==> src/rtl/divider.sv <==
// ---------------------------------------------------------------------------
// divider
// Sequential 4-bit restoring divider with a start/busy/done handshake.
// One quotient bit is produced per clock. Every operation takes four
// iterations, including divide-by-zero, so the latency is fixed.
//
// Optional build macro: DIVIDER_SIGNED_EN
//   undefined : operands and results are unsigned, ovf is tied low
//   defined   : operands and results are two's complement; magnitudes are
//               divided unsigned and the signs are applied on the last
//               iteration; -8 / -1 raises ovf
// ---------------------------------------------------------------------------
module divider (
    input  logic       clk,
    input  logic       rst,
    input  logic       start,
    input  logic [3:0] a,
    input  logic [3:0] b,
    output logic [3:0] q,
    output logic [3:0] r,
    output logic       busy,
    output logic       done,
    output logic       dbz,
    output logic       ovf
);

    typedef enum logic {
        IDLE = 1'b0,
        RUN  = 1'b1
    } state_t;

    state_t     state_q;
    logic [1:0] cnt_q;

    // Working registers. The dividend register shifts left each iteration
    // and takes the new quotient bit in its LSB, so after the fourth
    // iteration it holds the quotient.
    logic [3:0] dividend_q;
    logic [3:0] divisor_q;
    logic [3:0] partRem_q;

    // Original dividend, needed to return r=a on divide-by-zero.
    logic [3:0] aOrig_q;

`ifdef DIVIDER_SIGNED_EN
    // Original divisor, needed for the sign of q and for overflow detection.
    logic [3:0] bOrig_q;
`endif

    // Registered outputs.
    logic [3:0] quot_q;
    logic [3:0] rem_q;
    logic       busy_q;
    logic       done_q;
    logic       dbz_q;
    logic       ovf_q;

    // Next values of one iteration and of the final result.
    logic [4:0] trialPart;
    logic       trialOk;
    logic [3:0] partRem_d;
    logic [3:0] dividend_d;
    logic [3:0] quot_d;
    logic [3:0] rem_d;
    logic       dbz_d;
    logic       ovf_d;

    // One restoring-division step. The 5-bit partial remainder is the old
    // remainder with the dividend MSB shifted in. When the subtraction
    // succeeds, the difference is smaller than the divisor and fits in 4
    // bits, so the low 4 bits of the modular difference are the exact result.
    always_comb begin
        trialPart  = {partRem_q, dividend_q[3]};
        trialOk    = (trialPart >= {1'b0, divisor_q});
        partRem_d  = trialOk ? (trialPart[3:0] - divisor_q) : trialPart[3:0];
        dividend_d = {dividend_q[2:0], trialOk};
    end

    // Result formatting on the last iteration: force the divide-by-zero
    // pattern, or in the signed build apply the signs to the magnitudes.
    always_comb begin
        quot_d = dividend_d;
        rem_d  = partRem_d;
        dbz_d  = 1'b0;
        ovf_d  = 1'b0;
        if (divisor_q == 4'd0) begin
            quot_d = 4'b1111;
            rem_d  = aOrig_q;
            dbz_d  = 1'b1;
        end else begin
`ifdef DIVIDER_SIGNED_EN
            if (aOrig_q[3] ^ bOrig_q[3]) begin
                quot_d = 4'd0 - dividend_d;
            end
            if (aOrig_q[3]) begin
                rem_d = 4'd0 - partRem_d;
            end
            // -8 / -1 = +8 does not fit; the magnitude path already yields
            // 4'b1000 for the quotient and zero remainder.
            ovf_d = (aOrig_q == 4'b1000) && (bOrig_q == 4'b1111);
`endif
        end
    end

    // Control FSM with registered outputs. Reset aborts any operation and
    // clears every output. start is only honoured in IDLE, and the result
    // registers change only on the final iteration.
    always_ff @(posedge clk) begin
        if (rst) begin
            state_q    <= IDLE;
            cnt_q      <= 2'd0;
            dividend_q <= 4'd0;
            divisor_q  <= 4'd0;
            partRem_q  <= 4'd0;
            aOrig_q    <= 4'd0;
`ifdef DIVIDER_SIGNED_EN
            bOrig_q    <= 4'd0;
`endif
            quot_q     <= 4'd0;
            rem_q      <= 4'd0;
            busy_q     <= 1'b0;
            done_q     <= 1'b0;
            dbz_q      <= 1'b0;
            ovf_q      <= 1'b0;
        end else begin
            done_q <= 1'b0;
            case (state_q)
                IDLE: begin
                    if (start) begin
`ifdef DIVIDER_SIGNED_EN
                        dividend_q <= a[3] ? (4'd0 - a) : a;
                        divisor_q  <= b[3] ? (4'd0 - b) : b;
                        bOrig_q    <= b;
`else
                        dividend_q <= a;
                        divisor_q  <= b;
`endif
                        aOrig_q    <= a;
                        partRem_q  <= 4'd0;
                        cnt_q      <= 2'd0;
                        busy_q     <= 1'b1;
                        state_q    <= RUN;
                    end
                end
                RUN: begin
                    partRem_q  <= partRem_d;
                    dividend_q <= dividend_d;
                    cnt_q      <= cnt_q + 2'd1;
                    if (cnt_q == 2'd3) begin
                        quot_q  <= quot_d;
                        rem_q   <= rem_d;
                        dbz_q   <= dbz_d;
                        ovf_q   <= ovf_d;
                        done_q  <= 1'b1;
                        busy_q  <= 1'b0;
                        state_q <= IDLE;
                    end
                end
                default: begin
                    state_q <= IDLE;
                    busy_q  <= 1'b0;
                end
            endcase
        end
    end

    assign q    = quot_q;
    assign r    = rem_q;
    assign busy = busy_q;
    assign done = done_q;
    assign dbz  = dbz_q;
    assign ovf  = ovf_q;

endmodule

==> config.mk <==
export PLATFORM = sky130hd
export DESIGN_NAME = divider
export DESIGN_NICKNAME = d
export VERILOG_FILES = /design/src/rtl/divider.sv
export SDC_FILE = /design/constraint.sdc
export NUM_CORES = 1
export LEC_CHECK = 0
export BUFFER_PORTS_ARGS = -buffer_cell sky130_fd_sc_hd__buf_4
export CAP_MARGIN = 20
export CORE_ASPECT_RATIO = 1.4
export CORE_MARGIN = 2
export CORE_UTILIZATION = 36
export CTS_CLUSTER_DIAMETER = 120
export CTS_CLUSTER_SIZE = 10
export DETAILED_ROUTE_END_ITERATION = 7
export PLACE_DENSITY_LB_ADDON = 0.15
export SYNTH_ARGS = -nofsm -noshare
export SYNTH_HDL_FRONTEND = slang
export SYNTH_SLANG_ARGS = --single-unit
export TNS_END_PERCENT = 10
==> constraint.sdc <==
create_clock -name clk -period 5 [get_ports clk]
set_input_delay 0.25 -clock clk [delete_from_list [all_inputs] [get_ports clk]]
set_output_delay 0.25 -clock clk [all_outputs]
set_load 0.05 [all_outputs]
# After elaboration in Yosys (flattened, before gate mapping)
# Index checks and enable logic that the tools add are counted.
[totals]
ff_bits = 30
inputBits = 11
out_inout_bits = 12
elab_cells = 40
[op_classes]
n_addsub = 2
order_cmp = 1
eq_ne = 3
muxes = 17
bitwise_logic = 1
n_reduce_logical = 5
[ops]
columns = ["cell", "count"]
rows = [
  ["$mux 4", 5],
  ["$pmux 4 s2", 2],
  ["$mux 1", 6],
  ["$reduce_and 2->1", 3],
  ["$ge 5x4->1", 1],
  ["$logic_not 4->1", 1],
  ["$pmux 1 s2", 2],
  ["$pmux 2 s2", 1],
  ["$sub 4x4->4", 1],
  ["$add 2x1->2 const B", 1],
  ["$eq 2x2->1 const B", 1],
  ["$mux 2", 1],
  ["$ne 2x1->1 const B", 1],
  ["$ne 2x2->1 const B", 1],
  ["$reduce_or 2->1", 1],
  ["$not 1->1", 1],
]

# Longest topological paths before layout
[depth]
depth_word = 3
ltp_mapped = 7
depth_no_buf = 7

# Worst setup path after synthesis
# OpenSTA, ideal clock, no wires.
[synth_path]
path_type = "reg-to-reg"
from = "reg divisor_q[2]"
to = "reg rem_q[3] (netlist: r[3])"
setup_time_ns = 0.136
arrival_ns = 1.615
t_required_ns = 4.864
path_slack_ns = 3.249
path_stages_with_launch = 8
path_buffers = 0
synth_period_minus_slack_ns = 1.751
path_cell_list = "dfxtp_1 > inv_1 > ha_1 > a21o_2 > a31oi_1 > xnor2_1 > a221oi_1 > a211oi_1"
[synth_between]
elab_chain_cells = 3
elab_cells_between_ends = 5
classes_between = "add/sub: 1; order compare: 1; mux: 2; reduce/logical: 1"
[synth_rtl]
columns = ["element", "line", "source"]
rows = [
  ["start: declaration", "39", "logic [3:0] divisor_q;"],
  ["start signal: assignment", "113", "divisor_q <= 4'd0;"],
  ["start signal: assignment", "136", "divisor_q <= b;"],
  ["$sub 4x4->4 / $ge 5x4->1 (equally long branches)", "75, 74", ""],
  ["$mux 4", "75", "partRem_d = trialOk ? (trialPart[3:0] - divisor_q) : trialPart[3:0];"],
  ["$mux 4 *", "86", "if (divisor_q == 4'd0) begin"],
  ["end signal: assignment", "151", "rem_q <= rem_d;"],
  ["end: declaration", "52", "logic [3:0] rem_q;"],
]
# Mark *: on every way between the ends. The rest lies on a longest branch, timed or not.
# A chain may end at the register's enable or synchronous reset.

# Final worst setup path
[layout_path]
from = "reg divisor_q[2]"
to = "reg partRem_q[3]"
[layout_between]
elab_chain_cells = 3
elab_cells_between_ends = 4
classes_between = "add/sub: 1; order compare: 1; mux: 2"
[layout_rtl]
columns = ["element", "line", "source"]
rows = [
  ["$sub 4x4->4 / $ge 5x4->1 (equally long branches)", "75, 74", ""],
  ["$mux 4 *", "75", ""],
  ["$pmux 4 s2 *", "127", "case (state_q)"],
  ["end signal: assignment", "146", "partRem_q <= partRem_d;"],
  ["end: declaration", "40", "logic [3:0] partRem_q;"],
]
# Marks and branches as above.

==> metrics.txt <==
status complete, no violations; worst vdd ir between 0.0002 and 0.00025 V; PostCTS Resize Cnt 0; final setup violation count 0; clk sink count 30; largest net degree at the start of global routing 21; vias in the first global route about 1100; Mapped Cells 163; buffers inserted by post-CTS timing repair 0; most common cell in the synthesized netlist dfxtp_1; RSZ-0062 raised after global routing false; post-route setup TNS 0 ps; fmax 0.5135 GHz; nets slightly below 200; Worst-Skew Late Latency between 200 and 300 ps; normalized max-slew margin 0.5894; Synth Cell Area roughly 1400 sq um; RR Startpoint divisor_q[2]; synth warn 0; Yosys reg bits 30; Startpoint Class flop; commonest cells in the netlist dfxtp_1, nand2_1, a21oi_1, nor2_1, o21ai_0; WL/cell 13.44 um; Die Ht 77.73 um; worst-path fanout max 5; Longest Clk Path Bufs 2; Vias between 1000 and 1500; unique cell type count in the Yosys netlist 36; Critical Path Slowest Stage Cell dfxtp_1; Primary FF master, synth dfxtp_1; Die Footprint approximately 4400 sq um; EDFF count, synth 0; I/O Buffers 21; H-tree levels 2; Power Dens Cells 329.7 nW/um^2; Net Count, Synth 180; Final min period slightly below 2000 ps; worst-margin pin slew between 600 and 700 ps; vias per cell about 5.1; CTS clk-pin slew, worst paths 60 ps; # DRC 0; sequential cell area fraction in the yosys report 0.4297; first-pass GRT wire length roughly 5.2 mm; clock root buffer clkbuf_8; final WL 3.011 mm; HPWL after DPL ~2.3 mm; WP data required 5160 ps; area leader, netlist dfxtp_1; Syn Area/Cell 8.574 sq um; worst hold path startpoint b[3]; Arr. time, crit path around 2100 ps; RePlAce Congestion 0.7535; Core Rows 26; CTS tree yes; top-area cell type share of the netlist area 0.4297; Worst Hold Class primary input to flop; Iteration-0 DRC Markers 14; Crit. Startpoint divisor_q[2]; Initial Util 0.3802; Tcrit/Tclk final 0.3895; CP endpoint kind flop; Final Hold Vio Count 0; initial antenna violation count 0; gr usage total 0.1563; Num CTS Buffers 5; I/O Pins 23; ratio of cells with drive above 1 in the final layout 0.1868; max-slew violations 0; kind of critical path flop to flop; worst clock skew roughly 2.8 ps; hold_buf cts 0; ys async rst share 0; final total power between 0.5 and 0.6 mW; top cells by area, synth dfxtp_1, nand2_1, a21oi_1; drt first pass iters 4; max cap viols 0; Leak around 0.68 nW; # diodes 0; Routed Antenna Nets 0; Area Overhead vs Synth 18.71%; core box area about 3700 sq um; Die W between 50 and 60 um; gr ovfl total 0; FILL cells between 300 and 400; CP peak stage delay 410 ps; worst-path cell chain inv_1, ha_1, a21o_2, a31oi_1, xnor2_1, a221oi_1, o21ai_0
-- worst max-delay path: cells and delay by family, from the launching register on --
kind	cells	cell delay, ps
AOI/OAI and AO/OA	4	900
DFF	1	410
buffers and inverters	1	70
adders and majority gates	1	360
xor gates and xnor gates	1	80
-- per-stage QoR --
| step | setup WS [ps] | hold slack [ps] | util | instance area (sq um) | std cells |
|---|---|---|---|---|---|
| 2_1_floorplan | 3249 | 386.0 | - | 1398 | 163 |
| 3_3_place_gp | 3151 | 446.3 | 0.4255 | 1564 | 216 |
| 4_1_cts | 3070 | 211.6 | 0.4513 | 1659 | 224 |
| 3_5_place_dp | 3075 | 452.9 | 0.4255 | 1564 | 216 |
| 6_report | 3053 | 217.7 | 0.4513 | 1659 | 224 |
| 5_1_grt | 2921 | 216.9 | 0.4513 | 1659 | 224 |
-- sequential cells by signal (all words and copies together) (netlist names) --
name and cells:
aOrig_q 4, dividend_q 4, divisor_q 4, partRem_q 4
q 4, r 4, cnt_q 2, busy 1
dbz 1, done 1, state_q 1
-- where the power goes --
group,switching (mW),leakage [nW],internal (mW)
registers,0.0108,0.245,0.249
logic,0.0490,0.386,0.0371
clock network,0.0907,0.0472,0.110
-- kinds of logic (layout without fill, tap and decap cells) --
logic type      count (synthesis)  in the layout  share of synthesized area
other cells                     1              1                   0.002683
mux                             7              7                    0.05014
xor+xnor                        2              2                    0.01254
simple gates                   62             62                     0.2229
buf+inv                        16             35                    0.04745
flops                          30             30                     0.4297
compound gates                 39             39                     0.1755
fa+ha+maj                       6              6                    0.05909
-- area by class of cell --
class	instances	area (sq um)	area share
clock buffers	6	82.58	0.04977
clock inverters	2	12.51	0.007541
inverters	6	22.52	0.01357
multi-input cells	117	730.7	0.4404
flip-flops and latches	30	600.6	0.3620
well taps	42	52.55	0.03167
repair buffers	21	157.7	0.09502
-- cells in the final DEF, fill, tap and decap left out, types with 3 or more instances in the layout --
cell type / instances
ha_1: 5
buf_4: 21
inv_1: 6
a21oi_1: 15
dfxtp_1: 30
clkbuf_8: 6
o21ai_0: 12
nor2_1: 15
nand2_1: 25
mux2i_1: 7
a31oi_1: 4
nor3_1: 7
a211oi_1: 3
-- metal layers --
metal,GRT usage,vias to the layer above,part of all wire
li1,-,599,-
met1,0.1708,532,0.44
met2,0.2663,12,0.52
met3,0.05167,4,0.027
met4,0.07619,0,0.014
met5,0,-,0
-- worst paths after layout --
| check | to | slack, ps | depth (start not counted) |
|---|---|---|---|
| setup reg to reg | partRem_q[3] | 3050 | 7 |
| hold / removal | divisor_q[3] | 220 | 3 |
| hold reg to reg | aOrig_q[2] | 460 | 2 |
| setup / recovery | partRem_q[3] | 3050 | 7 |
(Power assumes the default switching activity.)
